## config.mk

```make
export PLATFORM = sky130hd
export DESIGN_NAME = conv3x3_sequencer
export DESIGN_NICKNAME = d
export VERILOG_FILES = /design/src/rtl/conv3x3_sequencer.sv
export SDC_FILE = /design/constraint.sdc
export NUM_CORES = 1
export LEC_CHECK = 0
export CORE_MARGIN = 2
export CORE_UTILIZATION = 45
export CTS_CLUSTER_SIZE = 30
export DETAILED_ROUTE_END_ITERATION = 6
export GPL_ROUTABILITY_DRIVEN = 0
export GPL_TIMING_DRIVEN = 0
export PLACE_DENSITY = 0.85
export SLEW_MARGIN = 20
export SYNTH_ARGS = -nofsm -noshare
export SYNTH_HDL_FRONTEND = slang
export SYNTH_SLANG_ARGS = --single-unit
```

## constraint.sdc

```tcl
create_clock -name clk -period 15.05 [get_ports clk]
set_input_delay 1.505 -clock clk [delete_from_list [all_inputs] [get_ports clk]]
set_output_delay 1.505 -clock clk [all_outputs]
set_load 0.1 [all_outputs]
```

## src/rtl/conv3x3_sequencer.sv

```systemverilog
// Frame sequencer for a 3x3 systolic convolution array: loads the kernel, streams
// 3-pixel columns band by band from the line buffer and tags each result window.
module conv3x3_sequencer #(
  parameter int unsigned DATA_WIDTH = 8,
  parameter int unsigned IMG_W      = 8,
  parameter int unsigned IMG_H      = 8,
  parameter int unsigned PIPE_LAT   = 3,
  parameter int unsigned IDX_W      = 8
) (
  input  logic                        clk,
  input  logic                        rst,
  input  logic                        start,
  input  logic [9*DATA_WIDTH-1:0]     weights_in,
  output logic                        busy,
  output logic                        done,
  output logic                        load_weight,
  output logic [9*DATA_WIDTH-1:0]     filter_weights,
  output logic                        mem_rd_en,
  output logic [IDX_W-1:0]            mem_row,
  output logic [IDX_W-1:0]            mem_col,
  input  logic [3*DATA_WIDTH-1:0]     mem_rdata,
  output logic [3*DATA_WIDTH-1:0]     input_col,
  input  logic [2*DATA_WIDTH+3:0]     conv_out,
  output logic                        out_valid,
  output logic [2*DATA_WIDTH+3:0]     out_data,
  output logic [IDX_W-1:0]            out_row,
  output logic [IDX_W-1:0]            out_col
);

  localparam int unsigned WGT_W = 9 * DATA_WIDTH;
  localparam int unsigned TAG_D = PIPE_LAT + 1;
  localparam int unsigned DRN_W = $clog2(PIPE_LAT + 1) + 1;
  localparam logic [IDX_W-1:0] LAST_COL   = IDX_W'(IMG_W - 1);
  localparam logic [IDX_W-1:0] LAST_ROW   = IDX_W'(IMG_H - 3);
  localparam logic [DRN_W-1:0] DRAIN_LAST = DRN_W'(PIPE_LAT);

  typedef enum logic [2:0] {IDLE, LOAD_W, STREAM, DRAIN, DONE} state_e;

  typedef struct packed {
    logic             v;
    logic [IDX_W-1:0] r;
    logic [IDX_W-1:0] c;
  } tag_t;

  state_e           state_q, state_d;
  logic [WGT_W-1:0] fw_q, fw_d;
  logic [IDX_W-1:0] row_q, row_d, col_q, col_d;
  logic [DRN_W-1:0] drn_q, drn_d;
  logic             busy_q, busy_d, done_q, done_d, load_q, load_d, rd_en_q, rd_en_d;
  tag_t             tag_q [TAG_D];
  tag_t             tag_d [TAG_D];

  // Next state, address walk and registered output decode
  always_comb begin
    state_d = state_q;
    fw_d    = fw_q;
    row_d   = row_q;
    col_d   = col_q;
    drn_d   = drn_q;
    unique case (state_q)
      IDLE: begin
        if (start) begin
          state_d = LOAD_W;
          fw_d    = weights_in;
        end
      end
      LOAD_W: begin
        state_d = STREAM;
        row_d   = '0;
        col_d   = '0;
      end
      STREAM: begin
        if (col_q == LAST_COL) begin
          col_d = '0;
          if (row_q == LAST_ROW) begin
            state_d = DRAIN;
            row_d   = '0;
            drn_d   = '0;
          end else begin
            row_d = row_q + IDX_W'(1);
          end
        end else begin
          col_d = col_q + IDX_W'(1);
        end
      end
      DRAIN: begin
        if (drn_q == DRAIN_LAST) state_d = DONE;
        else                     drn_d   = drn_q + DRN_W'(1);
      end
      DONE:    state_d = IDLE;
      default: state_d = IDLE;
    endcase

    busy_d  = (state_d == LOAD_W) || (state_d == STREAM) || (state_d == DRAIN);
    done_d  = (state_d == DONE);
    load_d  = (state_d == LOAD_W);
    rd_en_d = (state_d == STREAM);
  end

  // Window tags travel alongside the array latency; the first two columns of a
  // band still hold the previous band's pixels, so they are marked invalid.
  always_comb begin
    tag_d[0].v = rd_en_q && (col_q >= IDX_W'(2));
    tag_d[0].r = row_q;
    tag_d[0].c = col_q - IDX_W'(2);
    for (int i = 1; i < int'(TAG_D); i++) begin
      tag_d[i] = tag_q[i-1];
    end
  end

  always_ff @(posedge clk or posedge rst) begin
    if (rst) begin
      state_q <= IDLE;
      fw_q    <= '0;
      row_q   <= '0;
      col_q   <= '0;
      drn_q   <= '0;
      busy_q  <= 1'b0;
      done_q  <= 1'b0;
      load_q  <= 1'b0;
      rd_en_q <= 1'b0;
      for (int i = 0; i < int'(TAG_D); i++) begin
        tag_q[i] <= '0;
      end
    end else begin
      state_q <= state_d;
      fw_q    <= fw_d;
      row_q   <= row_d;
      col_q   <= col_d;
      drn_q   <= drn_d;
      busy_q  <= busy_d;
      done_q  <= done_d;
      load_q  <= load_d;
      rd_en_q <= rd_en_d;
      for (int i = 0; i < int'(TAG_D); i++) begin
        tag_q[i] <= tag_d[i];
      end
    end
  end

  assign busy           = busy_q;
  assign done           = done_q;
  assign load_weight    = load_q;
  assign filter_weights = fw_q;
  assign mem_rd_en      = rd_en_q;
  assign mem_row        = row_q;
  assign mem_col        = col_q;
  assign input_col      = mem_rdata;
  assign out_valid      = tag_q[TAG_D-1].v;
  assign out_row        = tag_q[TAG_D-1].r;
  assign out_col        = tag_q[TAG_D-1].c;
  assign out_data       = conv_out;

endmodule
```

# --- Word level (Yosys, flattened, before mapping) ---
# Cells that the tools add are included.
totals:
  output_inout_bits: 153
  input_bits: 119
  regBits: 166
  wordCells: 62
op_classes:
  eq_ne: 13
  muxes: 14
  n_addsub: 4
  n_reduce_logical: 9
  n_lt_le_gt_ge: 1
op_table:
  columns: ["cell", "count"]
  rows:
  - ["8-bit case mux with 2 select lines", 2]
  - ["8-bit 2-to-1 mux", 3]
  - ["3-bit 2-to-1 mux", 7]
  - ["8-bit by 1-bit adder with 8-bit output, second input constant", 2]
  - ["8-bit by 3-bit == test with 1-bit output, second input constant", 2]
  - ["3-bit by 2-bit == test with 1-bit output, second input constant", 5]
  - ["3-bit case mux with 4 select lines", 1]
  - ["8-bit by 2-bit >= comparator with 1-bit output, second input constant", 1]
  - ["8-bit by 2-bit subtractor with 8-bit output, second input constant", 1]
  - ["3-bit by 1-bit == test with 1-bit output, second input constant", 2]
  - ["2-bit inequality test, second input constant", 3]
  - ["3-bit case mux with 2 select lines", 1]
  - ["2-bit AND reduction", 2]
  - ["4-bit AND reduction", 1]
  - ["2-bit nonzero test", 2]
  - ["3-bit by 1-bit adder with 3-bit output, second input constant", 1]
  - ["3-bit == test, second input constant", 1]
  - ["3-bit zero test", 1]
  - ["1-bit logical OR", 2]
  - ["1-bit logical AND", 1]

# --- Logic depth before layout (Yosys ltp) ---
# Gate-level depths: netlist of the first run.
depth:
  word_depth: 7
  depth_mapped: 7
  ltp_nobuf: 6

# --- Worst setup path before layout of the first run ---
# Ideal clock, no wire load.
synth_path:
  kind: "input to output"
  startpoint: "input mem_rdata[0]"
  endpoint: "output input_col[0]"
  stages: 1
  t_required_ns: 13.545
  arrival_time_ns: 1.768
  path_slack_ns: 11.777
  n_path_buf: 1
  cell_sequence: "buf_4"
synth_lines:
  columns: ["element", "line", "rtl"]
  rows:
  - ["start: declaration", "21", "input logic [3*DATA_WIDTH-1:0] mem_rdata,"]
  - ["end: declaration", "22", "output logic [3*DATA_WIDTH-1:0] input_col,"]
# No word-level cell between the ends.

# --- Final worst setup path of the first run ---
layout_path:
  startpoint: "input mem_rdata[23]"
  endpoint: "output input_col[23]"
# No word-level cell between the ends.

==> results of run 1 <==
==> synthesized netlist by cell type (all sizes together) (3+ instances only) <==
| master | number |
|---|---|
| nand4 | 3 |
| nor3 | 5 |
| o31ai | 4 |
| nand2b | 3 |
| nand3 | 3 |
| nor2 | 13 |
| a21oi | 8 |
| xor2 | 5 |
| mux2 | 75 |
| clkbuf | 5 |
| xnor2 | 6 |
| buf | 64 |
| o21ai | 3 |
| dfrtp | 166 |
| ha | 8 |
| inv | 9 |
| nand2 | 10 |
| or4 | 5 |
| nor4 | 5 |
==> layer usage <==
layer | up-vias | part of all wire (%) | track usage, %
met2 | 185 | 53 | 32.8
met5 | - | 0 | 0
met1 | 2005 | 38 | 21.7
met3 | 22 | 7.5 | 5.64
met4 | 0 | 2.0 | 8.33
li1 | 1884 | - | -
==> how the worst max path moves through the flow <==
stage	end	from	slack [ps]
after floorplan	busy	rst	9050
after global placement	done	rst	7300
after detailed placement	input_col[23]	mem_rdata[23]	10810
after CTS	input_col[23]	mem_rdata[23]	10810
after global routing	input_col[23]	mem_rdata[23]	10810
final	input_col[23]	mem_rdata[23]	10820
==> cell type report <==
class	count	area share [%]
Multi-Input combinational cell	176	16.5
Timing Repair Buffer	228	24.6
Tap cell	176	2.36
Clock buffer	18	4.70
Sequential cell	166	44.5
Clock inverter	14	1.80
Buffer	69	5.08
Inverter	9	0.442
==> registers in the layout, indices dropped and copies added (netlist names), 3 cells and up <==
signal and count:
drn_q 3, filter_weights 72, mem_col 8, mem_row 8, out_col 8, out_row 8
state_q 3, tag_d 51
==> cell families after synthesis <==
logic type	count (synthesis)	synth area share [%]
adders and majority gates	8	1.61
DFF	166	67.0
muxes	76	13.8
xor gates and xnor gates	11	1.55
AOI/OAI and AO/OA	24	2.64
and+or+nand+nor	57	5.26
buffers and inverters	78	8.19
==> report_power, final <==
part	total, mW	leakage [nW]	switching [mW]	internal, mW
Combinational	0.200	1.78	0.142	0.0573
Clock	0.435	0.289	0.181	0.253
Sequential	0.461	2.14	0.00518	0.456
==> placed cells by master (no fill, tap or decap), types with 2 or more instances in the layout <==
cell	count
o41ai_1	2
clkbuf_16	17
clkinvlp_4	3
clkbuf_1	5
o21ai_0	3
or4b_2	2
nor3_1	5
buf_4	54
nand3_1	3
bufinv_16	2
o31ai_1	4
dfrtp_1	166
xnor2_1	6
nand4_1	3
ha_1	8
nor4_1	4
and3b_1	2
nand2_1	10
inv_8	2
o21a_1	2
clkinv_4	2
mux2_2	74
clkdlybuf4s50_1	227
or4_1	5
nand2b_1	3
inv_6	4
nor2_1	12
inv_1	8
a21oi_1	7
a22o_1	2
buf_2	10
xor2_1	5
==> metrics by stage <==
| step | std cells | hold slack (ps) |
|---|---|---|
| final | 856 | 347 |
| after global routing | 856 | 350 |
| after CTS | 856 | 348 |
| after detailed placement | 824 | 335 |
| after global placement | 823 | 331 |
| after floorplan | 420 | 331 |
==> impl_metrics.csv, run 1 <==
group,metric,value,unit
run_status,status,"complete, no violations",
floorplanning,rows,42,
clock_tree,clockBufferDepth,2,
worst_setup_path,critPathCaptureType,"output port",
clock_tree,cts_setup_buffers,0,
synthesis,ys_seq_elements,166,
min_path,whs_endpoint,"tag_d[0]",
worst_setup_path,ff2ff_setup_slack,12750,ps
min_path,min-delay-start,"tag_d[17]",
worst_setup_path,crit_buf_inv,2,
worst_setup_path,max_stage_delay,1140,ps
drt,first_pass_iters,4,
placement,io_buffers,227,
floorplanning,core_area,0.0133,sq mm
sta,layout_min_cycle_time,4230,ps
sta,rsz0062_at_grt,"no",
synthesis,postSynthAreaPerCell,14.8,sq um
final_layout,final_core_utilization,70.0,%
drt,via_count,4096,
floorplanning,start_util,46.5,%
synthesis,post-synth-top-area-fraction,67.0,%
min_path,hp-class,"reg2reg",
synthesis,yosys_warnings,0,
min_path,hold_depth,0,
placement,place_area,0.00873,sq mm
sta,finalSetupTns,0,ps
worst_setup_path,setup.worst_path.start_class,"primary input",
grt,grt_usage,19.0,%
synthesis,synth_area,0.00620,sq mm
worst_setup_path,critical-path-slowest-cell,"clkdlybuf4s50_1",
sta,worst_slew_pin_slew,1010,ps
drt,drc,0,
sta,max_freq,236,MHz
worst_setup_path,cp_data_required_time,13550,ps
final_layout,area_growth_syn_to_layout,50.5,%
power,p_leak,4.21,nW
sta,slew_violations,0,
drt,via_per_inst,4.79,
synthesis,synth_nets,547,
clock_tree,cts_num_sinks,166,
clock_tree,cts_tree,"built",
sta,fin_ws,10820,ps
synthesis,yosys_most_used_dff,"dfrtp_1",
synthesis,synthTopCellsByArea,"dfrtp_1 67%, mux2_2 13%, buf_4 6.5%",
power,ir_drop,0.0613,mV
power,total_power,1.10,mW
clock_tree,cts_root_buffer,"clkbuf_16",
sta,finClkSkew,5.08,ps
final_layout,final_net_count,794,
clock_tree,insertion_delay,420,ps
synthesis,async_reset_ff_share,100,%
sta,post-route-period-util,28.1,%
grt,grt-ovfl-total,0,
clock_tree,cts_resized,0,
worst_setup_path,path_class,"in2out",
worst_setup_path,critical_path.top_delay_family,"buffers and inverters",
synthesis,synth_enable_flop_cells,0,
worst_setup_path,critPathArrivalTime,2730,ps
drt,drt-initial-drc-count,218,
grt,grt_pass1_wl,21.5,mm
final_layout,stdcell_area,0.00934,sq mm
placement,dp_hpwl,9.92,mm
sta,setup_viol,0,
synthesis,synth_cell_types,39,
grt,first_global_vias,4393,
worst_setup_path,timing.rr.end,"filter_weights[29]",
clock_tree,path_clk_slew,60,ps
final_layout,diodes,0,
clock_tree,hold_buffers,0,
drt,ant_nets,0,
floorplanning,die_w,121,um
worst_setup_path,cp.depth,2,
placement,dp_slack,10810,ps
clock_tree,cts_max_level,4,
grt,grt_antenna_before_repair,0,
final_layout,ff_latch_area,0.00415,sq mm
clock_tree,numCtsBuffers,17,
synthesis,yosys.area.top_type,"dfrtp_1",
final_layout,multiInputGateArea,0.00154,sq mm
floorplanning,die_area,0.0147,sq mm
synthesis,syn_inst,420,
worst_setup_path,r2r_start,"state_q[2]",
drt,post_drt_wl_per_cell,15.7,um
final_layout,drive_gt1_share,26.0,%
power,power_per_cell_area,117,mW/mm^2
worst_setup_path,worstPathCellList,"buf_4 > clkdlybuf4s50_1",
final_layout,num-fill-cells,895,
drt,wl,13.4,mm
grt,grt_max_degree,105,
synthesis,ys_seq_area_share,67.0,%
floorplanning,die_y,121,um
flow_run,drv_cap,0,
worst_setup_path,rr_worst_depth,5,
sta,hold_viol,0,
sta,slew_headroom,32.2,%
worst_setup_path,cp_max_fo,1,
floorplanning,ioPinCount,272,
Note: power is estimated with default switching activity, not from simulation.
==> run 2: changes to the inputs <==
--- a/config.mk
+++ b/config.mk
@@ -6,12 +6,12 @@
 export NUM_CORES = 1
 export LEC_CHECK = 0
 export CORE_MARGIN = 2
-export CORE_UTILIZATION = 45
+export CORE_UTILIZATION = 42
 export CTS_CLUSTER_SIZE = 30
 export DETAILED_ROUTE_END_ITERATION = 6
 export GPL_ROUTABILITY_DRIVEN = 0
 export GPL_TIMING_DRIVEN = 0
-export PLACE_DENSITY = 0.85
+export PLACE_DENSITY = 0.8
 export SLEW_MARGIN = 20
 export SYNTH_ARGS = -nofsm -noshare
 export SYNTH_HDL_FRONTEND = slang
==> constraint.sdc (replaced) <==
create_clock -name clk -period 4 [get_ports clk]
set_input_delay 0.4 -clock clk [delete_from_list [all_inputs] [get_ports clk]]
set_output_delay 0.4 -clock clk [all_outputs]
set_load 0.1 [all_outputs]
==> impl_metrics.csv, run 2 (synthesis results as in run 1) <==
group,metric,value,unit
drt,first_pass_iters,4,
floorplanning,die_area,0.0158,sq mm
placement,io_buffers,227,
sta,hold_viol,0,
final_layout,diodes,0,
final_layout,num-fill-cells,1050,
final_layout,drive_gt1_share,26.3,%
worst_setup_path,crit_path_end,"mem_row[3]",
worst_setup_path,r2r_start,"state_q[2]",
sta,post-route-period-util,65.1,%
sta,fin_ws,1400,ps
floorplanning,die_y,126,um
worst_setup_path,ff2ff_setup_slack,1710,ps
power,power_frac_seq,42.4,%
final_layout,final_cell_mix,"227 x clkdlybuf4s50_1, 166 x dfrtp_1, 74 x mux2_2, 54 x buf_4, 17 x clkbuf_16",
worst_setup_path,cp_max_fo,9,
power,switching_power,1.26,mW
placement,place_area,0.00882,sq mm
final_layout,largest_reg_flops,72,
power,ir_drop,0.266,mV
worst_setup_path,critical-path-slowest-cell,"clkdlybuf4s50_1",
placement,dp_slack,1260,ps
clock_tree,insertion_delay,420,ps
clock_tree,path_clk_slew,70,ps
worst_setup_path,cp_data_required_time,3600,ps
worst_setup_path,max_stage_delay,1140,ps
sta,layout_min_cycle_time,2600,ps
drt,ant_nets,0,
worst_setup_path,timing.rr.end,"filter_weights[35]",
sta,rsz0062_at_grt,"no",
drt,drc,0,
power,power.internal,2.84,mW
final_layout,area_growth_syn_to_layout,51.5,%
placement,dp_hpwl,10.4,mm
clock_tree,numCtsBuffers,17,
flow_run,drv_cap,0,
power,p_leak,4.24,nW
power,pwr-share-clk,39.1,%
power,comb_power_share,18.6,%
grt,first_global_vias,4509,
worst_setup_path,setup.worst_path.start_class,"flip-flop",
worst_setup_path,crit_buf_inv,2,
worst_setup_path,worstPathCellList,"buf_4 > clkdlybuf4s50_1",
final_layout,multiInputGateArea,0.00154,sq mm
clock_tree,clockBufferDepth,2,
final_layout,ff_latch_area,0.00415,sq mm
worst_setup_path,worstSetupStartpoint,"mem_row[3]",
clock_tree,hold_buffers,0,
clock_tree,cts_tree,"built",
final_layout,layout_commonest_cell,"clkdlybuf4s50_1",
run_status,status,"complete, no violations",
clock_tree,cts_num_sinks,166,
drt,via_count,4142,
floorplanning,ioPinCount,272,
clock_tree,cts_root_buffer,"clkbuf_16",
drt,drt-initial-drc-count,255,
grt,grt_pass1_wl,22.8,mm
clock_tree,cts_resized,0,
power,power_per_cell_area,435,mW/mm^2
worst_setup_path,critPathArrivalTime,2200,ps
sta,slew_violations,0,
worst_setup_path,critical_path.top_delay_family,"buffers and inverters",
sta,finalSetupTns,0,ps
grt,grt-ovfl-total,0,
final_layout,stdcell_area,0.00940,sq mm
floorplanning,die_w,126,um
clock_tree,cts_setup_buffers,0,
sta,max_freq,384,MHz
worst_setup_path,rr_worst_depth,5,
grt,grt_max_degree,37,
floorplanning,start_util,42.8,%
grt,grt_antenna_before_repair,0,
sta,setup_viol,0,
worst_setup_path,critPathCaptureType,"output port",
grt,grt_usage,18.2,%
sta,finClkSkew,10.5,ps
final_layout,final_net_count,798,
worst_setup_path,cp.depth,2,
drt,post_drt_wl_per_cell,15.9,um
power,switching_share,30.7,%
worst_setup_path,path_class,"reg2out",
floorplanning,core_area,0.0145,sq mm
sta,slew_headroom,31.5,%
floorplanning,rows,44,
min_path,hp-class,"reg2reg",
clock_tree,cts_max_level,4,
drt,via_per_inst,4.77,
sta,worst_slew_pin_slew,1020,ps
drt,wl,13.8,mm
run 2: power groups by stage:
stage / logic, mW / clock network (mW) / registers [mW]
detailed placement: 0.766 / 0 / 1.77
CTS: 0.767 / 1.64 / 1.73
global route: 0.785 / 1.71 / 1.74
floorplan: 0.265 / 0 / 2.04
finish: 0.760 / 1.60 / 1.73
global placement: 0.745 / 0 / 1.76
run 2: layout make-up:
| class | instances | share of cell area [%] |
|---|---|---|
| timing repair buffer | 232 | 25.3 |
| clock inverter | 13 | 1.48 |
| clock buffer | 19 | 4.71 |
| sequential | 166 | 44.2 |
| tap | 184 | 2.45 |
| buffer | 69 | 5.05 |
| multi-input combinational | 176 | 16.4 |
| inverter | 9 | 0.399 |
run 2: how the worst min path moves through the flow:
stage          depth (start not counted)    endpoint      start  slack, ps
3_3_place_gp                           0   tag_d[22]  tag_d[39]        330
4_1_cts                                0   tag_d[13]  tag_d[30]        350
2_1_floorplan                          0  out_col[0]   tag_d[0]        330
6_report                               0   tag_d[25]  tag_d[42]        350
3_5_place_dp                           0   tag_d[11]  tag_d[28]        330
5_1_grt                                0   tag_d[25]  tag_d[42]        350
run 2: worst register-to-register path, stage by stage (launching register included):
cell	delay, ps
dfrtp_1	350
buf_2	170
nor4b_1	550
buf_2	390
buf_2	320
mux2_2	370
run 2: metal layers:
layer | GRT usage, % | routed length (um) | share of wire [%] | up-vias
li1 | - | - | - | 1881
met1 | 21.1 | 5230 | 38 | 2049
met4 | 6.41 | 200 | 1.4 | 0
met3 | 5.69 | 1040 | 7.5 | 20
met5 | 0 | 0 | 0 | -
met2 | 31.9 | 7350 | 53 | 192
run 2: stage by stage:
stage               hold slack (ps)  utilization, %  instances  total power, mW
finish                          348            64.9        868             4.09
global route                    353            64.9        868             4.23
CTS                             346            64.9        868             4.14
detailed placement              335            60.9        836             2.53
global placement                332            60.2        831             2.51
floorplan                       331               -        420             2.30
